### src/rtl/mux41_rr_arbiter_if.sv
`default_nettype none
// ============================================================================
// Module      : mux41_rr_arbiter_if
// Description : Bundle of request, source-data and arbitrated-output signals
//               shared between the round-robin 4:1 mux arbiter and its users.
//               master : requesters / environment (drives req, in1..in4)
//               slave  : arbiter (drives select, grant, out, out_valid)
// Revision    : 1.0 - initial release
// ============================================================================
interface mux41_rr_arbiter_if #(
    parameter int WIDTH = 4
);
    logic [3:0]       req;        // bit0=in1 ... bit3=in4
    logic [WIDTH-1:0] in1;
    logic [WIDTH-1:0] in2;
    logic [WIDTH-1:0] in3;
    logic [WIDTH-1:0] in4;
    logic [1:0]       select;     // registered mux select
    logic [3:0]       grant;      // registered one-hot grant, 0 when idle
    logic [WIDTH-1:0] out;        // registered muxed data
    logic             out_valid;  // out holds a word from a granted source

    modport master (
        output req, in1, in2, in3, in4,
        input  select, grant, out, out_valid
    );

    modport slave (
        input  req, in1, in2, in3, in4,
        output select, grant, out, out_valid
    );
endinterface
`default_nettype wire

### src/rtl/mux41_rr_arbiter.sv
`default_nettype none
// ============================================================================
// Module      : mux41_rr_arbiter
// Description : Round-robin arbiter that time-shares one 4:1 word mux between
//               four requesters. Registers the select and a one-hot grant and
//               produces a registered, valid-qualified output word.
// Ports       : clk  - rising-edge clock
//               rst  - synchronous active-high reset
//               bus  - mux41_rr_arbiter_if.slave (req, in1..in4 in;
//                      select, grant, out, out_valid out)
// Revision    : 1.0 - initial release
// ============================================================================
module mux41_rr_arbiter #(
    parameter int WIDTH    = 4,
    parameter int MAX_HOLD = 4   // >= 1
) (
    input wire                 clk,
    input wire                 rst,
    mux41_rr_arbiter_if.slave  bus
);

    localparam int c_hold_w = $clog2(MAX_HOLD + 1);
    localparam logic [c_hold_w-1:0] c_hold_max = c_hold_w'(MAX_HOLD);
    localparam logic [c_hold_w-1:0] c_hold_one = c_hold_w'(1);

    typedef enum logic [0:0] {
        ST_IDLE  = 1'b0,
        ST_GRANT = 1'b1
    } state_t;

    state_t              r_state, w_state_nxt;
    logic [1:0]          r_sel,   w_sel_nxt;
    logic [1:0]          r_ptr,   w_ptr_nxt;
    logic [3:0]          r_grant, w_grant_nxt;
    logic [c_hold_w-1:0] r_hold,  w_hold_nxt;
    logic [WIDTH-1:0]    r_out;
    logic                r_out_valid;

    // ------------------------------------------------------------------
    // Winner search. The request vector is rotated so that the
    // highest-priority index lands at bit 0, then priority-encoded.
    // While granting, the search starts just past the owner so that the
    // owner itself is considered last.
    // ------------------------------------------------------------------
    logic [1:0] w_base;
    logic [7:0] w_req2;
    logic [3:0] w_rot;
    logic [1:0] w_off;
    logic [1:0] w_win;
    logic [3:0] w_win_oh;
    logic       w_found;

    assign w_base   = (r_state == ST_GRANT) ? (r_sel + 2'd1) : r_ptr;
    assign w_req2   = {bus.req, bus.req};
    assign w_rot    = w_req2[w_base +: 4];
    assign w_win    = w_base + w_off;
    assign w_win_oh = 4'b0001 << w_win;
    assign w_found  = |bus.req;

    always_comb begin
        w_off = 2'd0;
        casez (w_rot)
            4'b???1: w_off = 2'd0;
            4'b??10: w_off = 2'd1;
            4'b?100: w_off = 2'd2;
            4'b1000: w_off = 2'd3;
            default: w_off = 2'd0;
        endcase
    end

    // ------------------------------------------------------------------
    // Owner status
    // ------------------------------------------------------------------
    logic [3:0] w_sel_oh;
    logic       w_owner_req;
    logic       w_others;
    logic       w_at_cap;
    logic       w_release;

    assign w_sel_oh    = 4'b0001 << r_sel;
    assign w_owner_req = bus.req[r_sel];
    assign w_others    = |(bus.req & ~w_sel_oh);
    assign w_at_cap    = (r_hold == c_hold_max);
    // The owner yields when it stops requesting, or when it has used its
    // full hold budget and somebody else is waiting.
    assign w_release   = ~w_owner_req | (w_at_cap & w_others);

    // ------------------------------------------------------------------
    // Next-state logic
    // ------------------------------------------------------------------
    always_comb begin
        w_state_nxt = r_state;
        w_sel_nxt   = r_sel;
        w_ptr_nxt   = r_ptr;
        w_grant_nxt = r_grant;
        w_hold_nxt  = r_hold;

        case (r_state)
            ST_IDLE: begin
                if (w_found) begin
                    w_state_nxt = ST_GRANT;
                    w_sel_nxt   = w_win;
                    w_grant_nxt = w_win_oh;
                    w_hold_nxt  = c_hold_one;
                end
            end

            ST_GRANT: begin
                if (w_release) begin
                    w_ptr_nxt = r_sel + 2'd1;
                    if (w_found) begin
                        // Back-to-back hand-over, no idle cycle.
                        w_sel_nxt   = w_win;
                        w_grant_nxt = w_win_oh;
                        w_hold_nxt  = c_hold_one;
                    end else begin
                        // Select deliberately holds its last value.
                        w_state_nxt = ST_IDLE;
                        w_grant_nxt = 4'b0000;
                    end
                end else if (!w_at_cap) begin
                    w_hold_nxt = r_hold + c_hold_one;
                end
            end

            default: begin
                w_state_nxt = ST_IDLE;
                w_grant_nxt = 4'b0000;
            end
        endcase
    end

    // ------------------------------------------------------------------
    // Data mux for the current owner
    // ------------------------------------------------------------------
    logic [WIDTH-1:0] w_mux;

    always_comb begin
        w_mux = bus.in1;
        case (r_sel)
            2'd0:    w_mux = bus.in1;
            2'd1:    w_mux = bus.in2;
            2'd2:    w_mux = bus.in3;
            2'd3:    w_mux = bus.in4;
            default: w_mux = bus.in1;
        endcase
    end

    // ------------------------------------------------------------------
    // Registers
    // ------------------------------------------------------------------
    always_ff @(posedge clk) begin
        if (rst) begin
            r_state     <= ST_IDLE;
            r_sel       <= 2'd0;
            r_ptr       <= 2'd0;
            r_grant     <= 4'b0000;
            r_hold      <= '0;
            r_out       <= '0;
            r_out_valid <= 1'b0;
        end else begin
            r_state <= w_state_nxt;
            r_sel   <= w_sel_nxt;
            r_ptr   <= w_ptr_nxt;
            r_grant <= w_grant_nxt;
            r_hold  <= w_hold_nxt;

            // Data is captured only from an owner that is still asking for
            // the bus; otherwise out keeps its last word and is flagged stale.
            if ((r_state == ST_GRANT) && w_owner_req) begin
                r_out       <= w_mux;
                r_out_valid <= 1'b1;
            end else begin
                r_out_valid <= 1'b0;
            end
        end
    end

    assign bus.select    = r_sel;
    assign bus.grant     = r_grant;
    assign bus.out       = r_out;
    assign bus.out_valid = r_out_valid;

endmodule
`default_nettype wire

### src/flat_wrapper.sv
// flat-port wrapper written by rule: the top's interface ports become plain ports
module mux41_rr_arbiter_flat 
#(
    parameter int WIDTH    = 4,
    parameter int MAX_HOLD = 4          
)
  (clk, rst, bus_req, bus_in1, bus_in2, bus_in3, bus_in4, bus_select, bus_grant, bus_out, bus_out_valid);
  mux41_rr_arbiter_if #(.WIDTH(WIDTH)) bus_i ();
  input wire clk;
  input wire rst;
  input wire logic [$bits(bus_i.req)-1:0] bus_req;
  input wire logic [$bits(bus_i.in1)-1:0] bus_in1;
  input wire logic [$bits(bus_i.in2)-1:0] bus_in2;
  input wire logic [$bits(bus_i.in3)-1:0] bus_in3;
  input wire logic [$bits(bus_i.in4)-1:0] bus_in4;
  output wire logic [$bits(bus_i.select)-1:0] bus_select;
  output wire logic [$bits(bus_i.grant)-1:0] bus_grant;
  output wire logic [$bits(bus_i.out)-1:0] bus_out;
  output wire logic [$bits(bus_i.out_valid)-1:0] bus_out_valid;
  assign bus_i.req = bus_req;
  assign bus_i.in1 = bus_in1;
  assign bus_i.in2 = bus_in2;
  assign bus_i.in3 = bus_in3;
  assign bus_i.in4 = bus_in4;
  assign bus_select = bus_i.select;
  assign bus_grant = bus_i.grant;
  assign bus_out = bus_i.out;
  assign bus_out_valid = bus_i.out_valid;
  mux41_rr_arbiter #(.WIDTH(WIDTH), .MAX_HOLD(MAX_HOLD)) u_core (.clk(clk), .rst(rst), .bus(bus_i));
endmodule
### config.mk
export PLATFORM = sky130hd
export DESIGN_NAME = mux41_rr_arbiter_flat
export DESIGN_NICKNAME = d
export VERILOG_FILES = /design/src/rtl/mux41_rr_arbiter_if.sv /design/src/rtl/mux41_rr_arbiter.sv /design/src/flat_wrapper.sv
export SDC_FILE = /design/constraint.sdc
export NUM_CORES = 1
export LEC_CHECK = 0
export BUFFER_PORTS_ARGS = -buffer_cell sky130_fd_sc_hd__buf_2
export CORE_ASPECT_RATIO = 1.75
export CORE_MARGIN = 4
export CORE_UTILIZATION = 25
export DETAILED_ROUTE_END_ITERATION = 10
export PLACE_DENSITY = 0.54
export SLEW_MARGIN = 0
export SYNTH_ARGS = -nofsm -noshare
export SYNTH_HDL_FRONTEND = slang
export SYNTH_SLANG_ARGS = --single-unit
### constraint.sdc
create_clock -name clk -period 2.1 [get_ports clk]
set_input_delay 0.21 -clock clk [delete_from_list [all_inputs] [get_ports clk]]
set_output_delay 0.21 -clock clk [all_outputs]
set_load 0.02 [all_outputs]
Word level (Yosys, flattened, before mapping)
Index checks and enable logic that the tools add are counted.
Operators by class
  multiplexer cells: 20
  reductions and logical operators: 6
  equal/unequal tests: 10
  $add $sub $neg: 3
  shift operators: 3
  bitwise logic cells: 6
  magnitude comparators: 1
Operator list (count)
  $pmux W4 S4: 1
  $mux W4: 3
  $mux W3: 3
  $pmux W4 S2: 1
  $reduce_or A4 Y1: 2
  $shiftx A8 B3 Y4: 1
  $shl A1 B2 Y4 const A: 2
  $eq A2 B2 Y1 const B: 3
  $eq A3 B3 Y1 const B: 2
  $mux W2: 3
  $pmux W2 S3: 1
  $pmux W3 S2: 1
  $and A4 B4 Y4: 1
  $eq A4 B4 Y1 const B: 1
  $mux W1: 4
  $not A4 Y4: 1
  $pmux W2 S2: 1
  $reduce_and A2 Y1: 2
  $add A3 B1 Y3 const B: 1
  $lt A2 B3 Y1 const B: 1
  $ne A3 B3 Y1 const B: 1
  $add A2 B1 Y2 const B: 1
  $add A2 B2 Y2: 1
  $bmux W1 S2: 1
  9 further kinds: 10
Word-level totals
  input bits: 22
  output and inout bits: 11
  register bits: 17
  word-level logic and storage cells: 56

Logic depth before layout (Yosys ltp)
Gate-level depths: netlist of run 1.
  word-level depth: 10
  depth in mapped cells: 10
  mapped depth without buffers: 10

Least setup slack after synthesis of run 1
OpenSTA, ideal clock, no wires.
  kind: reg2reg
  start point: register u_core.r_sel[0] (netlist: u_core.bus.select[0])
  end point: register u_core.r_grant[2] (netlist: u_core.bus.grant[2])
  period minus slack after synthesis: 2451 ps
  path slack: -351 ps
  arrival: 2350 ps
  path buffers: 0
  required time: 1999 ps
  stages on the path, launching flop included: 11
  library setup time: 101 ps
  cells stage by stage: dfxtp_1 -> inv_1 -> ha_1 -> mux2i_1 -> nand2_1 -> nand2_1 -> a21oi_1 -> o32a_1 -> ha_1 -> xor2_1 -> o41ai_1
Between the ends
  word-level cells in the longest chain between the ends: 10
RTL lines
  start, declared: RTL line mux41_rr_arbiter.sv:32  | logic [1:0] r_sel, w_sel_nxt;
  start signal, assigned: RTL line mux41_rr_arbiter.sv:163  | r_sel <= w_sel_nxt;
  $add A2 B1 Y2: RTL line mux41_rr_arbiter.sv:53  | assign w_base = (r_state == ST_GRANT) ? (r_sel + 2'd1) : r_ptr;
  $mux W2: RTL line mux41_rr_arbiter.sv:53
  $shiftx A8 B3 Y4: RTL line mux41_rr_arbiter.sv:55  | assign w_rot = w_req2[w_base +: 4];
  $eq A4 B4 Y1 (tied with other cells): RTL line mux41_rr_arbiter.sv:62  | casez (w_rot)
  $pmux W2 S3: RTL line mux41_rr_arbiter.sv:62
  $add A2 B2 Y2: RTL line mux41_rr_arbiter.sv:56  | assign w_win = w_base + w_off;
  $shl A1 B2 Y4: RTL line mux41_rr_arbiter.sv:57  | assign w_win_oh = 4'b0001 << w_win;
  $mux W4: RTL line mux41_rr_arbiter.sv:111  | if (w_found) begin
  $mux W4: RTL line mux41_rr_arbiter.sv:109  | if (w_release) begin
  $pmux W4 S2: RTL line mux41_rr_arbiter.sv:98  | case (r_state)
  end signal, assigned: RTL line mux41_rr_arbiter.sv:165  | r_grant <= w_grant_nxt;
  end, declared: RTL line mux41_rr_arbiter.sv:34  | logic [3:0] r_grant, w_grant_nxt;
Several ways; a longest one is shown, not always the timed one. The select of a mux whose other input is x is not followed.
A chain may end at the register's enable or synchronous reset.

Final worst setup path of run 1
  start point: register u_core.r_sel[1] (netlist: u_core.bus.select[1])
  end point: register u_core.r_grant[2] (netlist: u_core.bus.grant[2])
Same word-level chain as after synthesis.

==> results of run 1 <==
[report_power, final]
group / internal [mW] / leakage (nW) / switching (mW)
logic: 0.515 / 0.504 / 0.569
registers: 0.414 / 0.141 / 0.0673
clock network: 0.134 / 0.0228 / 0.0998
total: 1.06 / 0.668 / 0.736
[sequential cells by signal, summed over array words and instances (netlist names)]
signal,flops
u_core.r_hold,3
u_core.r_ptr,2
u_core.bus.out,4
u_core.bus.out_valid,1
u_core.r_state,1
u_core.bus.select,2
u_core.bus.grant,4
[stage by stage]
step	worst slack [ns]	cells	util (%)	hold WS, ns	power [mW]
after floorplan	0.0622	128	-	0.312	1.11
final	0.0492	216	36.1	0.351	1.80
after global placement	0.0281	209	32.5	0.442	1.35
after detailed placement	-0.00389	209	32.5	0.447	1.37
after global routing	-0.0531	216	36.1	0.395	1.93
after CTS	0.000472	213	33.6	0.340	1.63
[kinds of logic after synthesis]
logic type      count (synthesis)  share of synthesized area (%)
buf+inv                        11                           5.25
mux                             8                           9.47
flops                          17                           31.1
compound gates                 30                           21.1
simple gates                   53                           23.5
xor+xnor                        2                           1.60
fa+ha+maj                       7                           7.99
[cell usage in the layout, fill, tap and decap left out, drive strengths merged]
cell    netlist  routed
a211oi        2       2
a21o          1       1
a21oi         9       9
a222oi        4       4
a31oi         1       1
a41o          1       1
and2          2       2
buf           2      41
clkbuf        4       4
dfxtp        17      17
ha            7       7
inv           5       5
mux2          3       3
mux2i         4       4
mux4          1       1
nand2        25      25
nand2b        6       6
nand3b        4       4
nand4         2       2
nor2          8       8
nor2b         1       1
nor3          2       2
nor4          1       1
o21ai         6       6
o31ai         2       2
o32a          1       1
o32ai         1       1
o41ai         2       2
or3           1       1
or4           1       1
xnor2         1       1
xor2          1       1
[routing by layer]
| metal | GRT usage, % | vias to the layer above |
|---|---|---|
| met1 | 11.2 | 511 |
| met2 | 21.2 | 34 |
| met5 | 0 | - |
| met4 | 2.32 | 0 |
| li1 | - | 536 |
| met3 | 1.90 | 2 |
[final cells by class]
type                    count  area share [%]
inverters                   5            1.74
well taps                  49            4.05
repair buffers             41            15.1
flip-flops and latches     17            23.1
multi-input cells         100            53.1
clock buffers               4            2.98
[timing repair]
action	in CTS	in global routing
endpoints found under the hold margin	0	0
setup buffers	0	3
pin swaps	1	2
setup endpoints to repair	4	5
gates resized for setup	2	15
[worst paths after layout]
kind / depth (start not counted) / startpoint / endpoint / slack, ns
max: 10 / u_core.bus.select[1]$_SDFFE_PP0P_ / u_core.bus.grant[2]$_SDFFE_PP0P_ / 0.05
max reg2reg: 10 / u_core.bus.select[1]$_SDFFE_PP0P_ / u_core.bus.grant[2]$_SDFFE_PP0P_ / 0.05
min: 2 / rst / u_core.r_ptr[1]$_SDFFE_PP0P_ / 0.35
min reg2reg: 2 / u_core.bus.out[2]$_SDFFE_PP0P_ / u_core.bus.out[2]$_SDFFE_PP0P_ / 0.45
==> flow_summary.json, run 1 <==
{
  "drc": 0,
  "rsz0062_at_grt": "yes",
  "start_util_pct": 26.2,
  "boundaryPins": 33,
  "max-cap-violations": 0,
  "die_h_um": 95.6,
  "status": "finished clean",
  "core-area_sq_um": 4190,
  "drive_gt1_share_pct": 40.7,
  "met2WireLength_mm": 1.60,
  "placed_cell_area_sq_um": 1360,
  "syn-num-nets": 157,
  "synth-edff-count": 0,
  "cp_max_fo": 5,
  "path_buf_inv": 1,
  "io_buffers": 32,
  "cp_slowest_stage_delay_ns": 0.38,
  "routed_wirelength_mm": 2.92,
  "drt-initial-drc-count": 76,
  "report.final.slew_viol_count": 0,
  "slowest_stage": "dfxtp_4",
  "first_pass_iters": 4,
  "gp_congestion": 0.761,
  "synthCells": 128,
  "wl_per_cell_um": 13.5,
  "floorplan.die_area_sq_um": 5550,
  "ys_top_cells_by_area": "dfxtp_1 31%, nand2_1 8.2%, ha_1 8.0%, a21oi_1 4.1%, a222oi_1 3.7%",
  "min_period_ns": 2.05,
  "yosysWarnings": 0,
  "fin_area_sq_um": 1510,
  "clock-sinks": 17,
  "syn_avg_cell_area_sq_um": 8.56,
  "setup_tns_ns": 0,
  "multi_input_area_sq_um": 803,
  "ant_nets": 0,
  "skew_ns": 0.00193,
  "numCtsBuffers": 3,
  "peakVddDrop_mv": 0.447,
  "ys_async_sr_fraction_pct": 0,
  "rows": 31,
  "grt_pass1_vias": 1046,
  "hpwl_mm": 2.33,
  "synth.distinct_cells": 38,
  "powerDensity_nw_per_um2": 1190,
  "clockBufferDepth": 2,
  "crit_chain": "inv_4 > ha_4 > mux2i_4 > nand2_1 > nand2_1 > a21oi_1 > o32a_1 > ha_4 > xor2_2 > o41ai_2",
  "via_per_inst": 5.01,
  "cts_tree": "built",
  "setup_viol": 0,
  "cts-hold-fix-buffers": 0,
  "fmax_mhz": 488,
  "startpoint_type": "flip-flop",
  "grt_overflow": 0,
  "nets": 197,
  "grt_pass1_wl_mm": 4.67,
  "cp.arrival_ns": 2.20,
  "syn2layout_area_growth_pct": 38.0,
  "yosys.area.top_type": "dfxtp_1",
  "nFillCells": 445,
  "hold_viol": 0,
  "vias": 1083,
  "grt_usage_pct": 10.7,
  "wl_met1_mm": 1.10,
  "worst_pin_slew_ns": 0.566,
  "end_kind": "flip-flop",
  "highest_layer": "met4",
  "synthMostInstantiatedCell": "nand2_1",
  "timing.final.crit_share_pct": 97.7,
  "cp_top_family": "compound AO/OA/AOI/OAI gates",
  "syn_area_sq_um": 1100,
  "crit_type": "flip-flop to flip-flop",
  "wl_met3_um": 211,
  "yosys-top-cells-count": "24 x nand2_1, 17 x dfxtp_1, 9 x a21oi_1, 8 x nor2_1, 7 x ha_1",
  "clk_latency_ns": 0.24,
  "relSlewSlack_pct": 61.9,
  "holdCritPathClass": "input port to flip-flop",
  "leakagePower_nw": 0.668,
  "crit_required_ns": 2.25,
  "clk_pin_slew_ns": 0.06,
  "yosysSeqAreaShare_pct": 31.1,
  "antenna-diode-count": 0,
  "cts_root_buffer": "clkbuf_8",
  "grt_max_degree": 22,
  "yosys_most_used_dff": "dfxtp_1",
  "ys_ff_latch": 17,
  "htree_levels": 1,
  "die_w_um": 58.1,
  "regArea_sq_um": 349,
  "yosysTopAreaCellShare_pct": 31.1,
  "antenna_found_initial": 0
}
(Power assumes the default switching activity.)
==> inputs of run 2 (changes only) <==
--- a/config.mk
+++ b/config.mk
@@ -5,12 +5,14 @@
 export SDC_FILE = /design/constraint.sdc
 export NUM_CORES = 1
 export LEC_CHECK = 0
+export ABC_AREA = 1
 export BUFFER_PORTS_ARGS = -buffer_cell sky130_fd_sc_hd__buf_2
 export CORE_ASPECT_RATIO = 1.75
 export CORE_MARGIN = 4
 export CORE_UTILIZATION = 25
 export DETAILED_ROUTE_END_ITERATION = 10
 export PLACE_DENSITY = 0.54
+export SETUP_SLACK_MARGIN = 0.3
 export SLEW_MARGIN = 0
 export SYNTH_ARGS = -nofsm -noshare
 export SYNTH_HDL_FRONTEND = slang
==> run 2 against run 1 <==
  * Power grew 20%
  * Final cell count grew 29%
  * Highest routed layer unchanged
  * Clock power barely moved
  * Critical endpoint is now u_core.bus.grant[0]$_SDFFE_PP0P_
  * Wire length up 16%
  * Worst hold slack lost 0.092 ns
  * Sequential power fell by 0.8%
  * Combinational power grew 34%
  * Clock skew fell by 0.0011 ns
  * Setup slack better by 0.030 ns
  * First-iteration DRC count is 42% lower
  * Synthesized cell count is 38% higher
  * Maximum frequency rose by 1.5%
==> flow_summary.json, run 2 <==
{
  "grt_pass1_vias": 1275,
  "vias": 1294,
  "layout_commonest_cell": "nand2_1",
  "powerDensity_nw_per_um2": 1290,
  "finalNonFillerCells": 278,
  "synth_top_family_by_area": "simple AND/OR/NAND/NOR gates",
  "seq_power_share_pct": 22.1,
  "first_pass_iters": 4,
  "yosysTopAreaCellShare_pct": 29.3,
  "status": "finished clean",
  "io_buffers": 32,
  "grt_overflow": 0,
  "yosys.area.top_type": "dfxtp_1",
  "synth_xor_area_share_pct": 0.755,
  "ant_nets": 0,
  "syn-num-nets": 205,
  "slowest_stage": "dfxtp_4",
  "antenna_found_initial": 0,
  "worst_pin_slew_ns": 0.457,
  "swShare_pct": 45.9,
  "syn2layout_area_growth_pct": 44.2,
  "wl_per_cell_um": 12.2,
  "fmax_mhz": 495,
  "max-cap-violations": 0,
  "antenna-diode-count": 0,
  "end_kind": "flip-flop",
  "synth-edff-count": 0,
  "rsz0062_at_grt": "yes",
  "grt_usage_pct": 12.2,
  "synth_fa_ha_area_share_pct": 7.55,
  "drt-initial-drc-count": 44,
  "path_buf_inv": 2,
  "switchingPower_mw": 0.992,
  "floorplan.die_area_sq_um": 5840,
  "gp_congestion": 0.840,
  "drive_gt1_share_pct": 39.2,
  "ys_top_cells_by_area": "dfxtp_1 29%, nand2_1 17%, nand3_1 9.1%, inv_1 7.8%, ha_1 7.6%",
  "utilization_pct": 37.6,
  "setup_viol": 0,
  "clkPwrFrac_pct": 11.0,
  "hold_viol": 0,
  "synth-simple-area-share_pct": 37.3,
  "report.final.slew_viol_count": 0,
  "routed_wirelength_mm": 3.39,
  "hpwl_mm": 2.83,
  "nets": 257,
  "startpoint_type": "flip-flop",
  "rows": 32,
  "crit_top_cell": "nand2_2",
  "fin_area_sq_um": 1670,
  "clockBufferDepth": 2,
  "final_cell_mix": "47 x nand2_1, 32 x buf_2, 22 x inv_1, 18 x nand3_1, 15 x buf_4",
  "cp_max_fo": 5,
  "placed_cells": 267,
  "die_h_um": 98.1,
  "clk_latency_ns": 0.25,
  "grt_pass1_wl_mm": 5.56,
  "nFillCells": 477,
  "cts-hold-fix-buffers": 0,
  "yosys_most_used_dff": "dfxtp_1",
  "yosys-top-cells-count": "52 x nand2_1, 24 x inv_1, 21 x nand3_1, 17 x dfxtp_1, 10 x o21ai_0",
  "cts_tree": "built",
  "cp_top_family": "adder cells",
  "synthCells": 176,
  "syn_avg_cell_area_sq_um": 6.59,
  "ys_ff_latch": 17,
  "yosysSeqAreaShare_pct": 29.3,
  "timing.final.crit_share_pct": 96.2,
  "syn_area_sq_um": 1160,
  "setup_tns_ns": 0,
  "clock-sinks": 17,
  "crit_chain": "inv_4 > ha_4 > nand2_4 > o21ai_4 > nand3_2 > a31oi_1 > nor2_1 > ha_2 > xor2_2 > inv_1 > nand2_2 > nand2_2 > nand2_2 > a21oi_2",
  "cp.arrival_ns": 2.16,
  "drc": 0,
  "p_int_mw": 1.17,
  "cp_slowest_stage_delay_ns": 0.37,
  "yosysWarnings": 0,
  "cts_root_buffer": "clkbuf_8",
  "placed_cell_area_sq_um": 1520,
  "hold_slack_ns": 0.259,
  "crit_required_ns": 2.23,
  "skew_ns": 0.000804,
  "relSlewSlack_pct": 69.2,
  "leakagePower_nw": 0.817,
  "numCtsBuffers": 3,
  "muxShareOfSynthArea_pct": 0,
  "start_util_pct": 26.1,
  "peakVddDrop_mv": 0.563,
  "boundaryPins": 33,
  "ys_async_sr_fraction_pct": 0,
  "clk_pin_slew_ns": 0.06,
  "synth.distinct_cells": 26,
  "synthMostInstantiatedCell": "nand2_1",
  "htree_levels": 1,
  "grt_max_degree": 11,
  "crit_type": "flip-flop to flip-flop",
  "core-area_sq_um": 4440,
  "min_period_ns": 2.02,
  "holdCritPathClass": "input port to flip-flop",
  "via_per_inst": 4.65,
  "synth_compound_area_share_pct": 16.6,
  "combPwrFrac_pct": 66.9,
  "die_w_um": 59.5
}
==> run 2: cell types whose count changed after synthesis, sizes merged, moves of 3 or more <==
cell | before | now
nand3b | 4 | 1
mux2 | 3 | 0
a222oi | 4 | 0
clkbuf | 4 | 1
nand2b | 6 | 0
nand3 | 0 | 22
mux2i | 4 | 0
o21ai | 6 | 12
nand2 | 25 | 59
inv | 5 | 25
==> run 2: final timing paths <==
kind,slack [ns],to,depth (start not counted),startpoint
worst max-delay path,0.08,u_core.bus.grant[0]$_SDFFE_PP0P_,14,u_core.bus.select[0]$_SDFFE_PP0P_
worst min-delay path,0.26,u_core.bus.out[3]$_SDFFE_PP0P_,3,bus_in1[3]
worst max register to register,0.08,u_core.bus.grant[0]$_SDFFE_PP0P_,14,u_core.bus.select[0]$_SDFFE_PP0P_
worst min register to register,0.48,u_core.bus.grant[0]$_SDFFE_PP0P_,2,u_core.bus.grant[0]$_SDFFE_PP0P_
==> run 2: what timing repair did <==
action	4_1_cts	5_1_grt
setup endpoints to repair	6	9
gates cloned	0	0
pin swaps	6	2
gates resized for setup	6	9
buffers inserted	5	2
==> run 2: worst reg2reg max path: stages, from the launching register on <==
cell and delay (ns):
dfxtp_4 0.37, inv_4 0.04, ha_4 0.29, nand2_4 0.05
o21ai_4 0.09, nand3_2 0.12, a31oi_1 0.17, nor2_1 0.06
ha_2 0.18, xor2_2 0.19, inv_1 0.07, nand2_2 0.09
nand2_2 0.08, nand2_2 0.07, a21oi_2 0.05
==> run 2: cell type report <==
cell class              instances  area (sq um)  area share, %
repair buffers                 48           293           17.5
inverters                      25          96.3           5.76
multi-input cells             133           826           49.4
clock buffers                   4          45.0           2.69
well taps                      51          63.8           3.81
flip-flops and latches         17           349           20.9
==> run 2: cell families (layout without fill, tap and decap cells) <==
kind of cell	after synthesis	count (layout)
AND/OR/NAND/NOR	93	93
AO/OA/AOI/OAI	32	32
buffers and inverters	26	77
flip-flops	17	17
adder cells (fa/ha/maj)	7	7
XOR/XNOR	1	1
==> run 2: power by group through the flow <==
stage               logic, mW  clock network [mW]  registers [mW]
floorplan               0.795                   0           0.580
global placement         1.28                   0           0.483
detailed placement       1.28                   0           0.485
CTS                      1.38               0.247           0.479
global route             1.61               0.267           0.489
finish                   1.45               0.237           0.477
==> run 2: routing by layer <==
| metal | vias up | global-route usage [%] | share of wire [%] |
|---|---|---|---|
| met2 | 20 | 24.6 | 60 |
| met4 | 0 | 4.95 | 2.4 |
| li1 | 680 | - | - |
| met5 | - | 0 | 0 |
| met1 | 588 | 11.5 | 35 |
| met3 | 6 | 1.32 | 3.2 |
==> run 2: per-stage QoR <==
stage / setup WS [ns] / total power, mW
3_3_place_gp: 0.0510 / 1.76
2_1_floorplan: 0.0829 / 1.37
5_1_grt: -0.0874 / 2.37
3_5_place_dp: 0.0544 / 1.76
6_report: 0.0790 / 2.16
4_1_cts: 0.0922 / 2.11
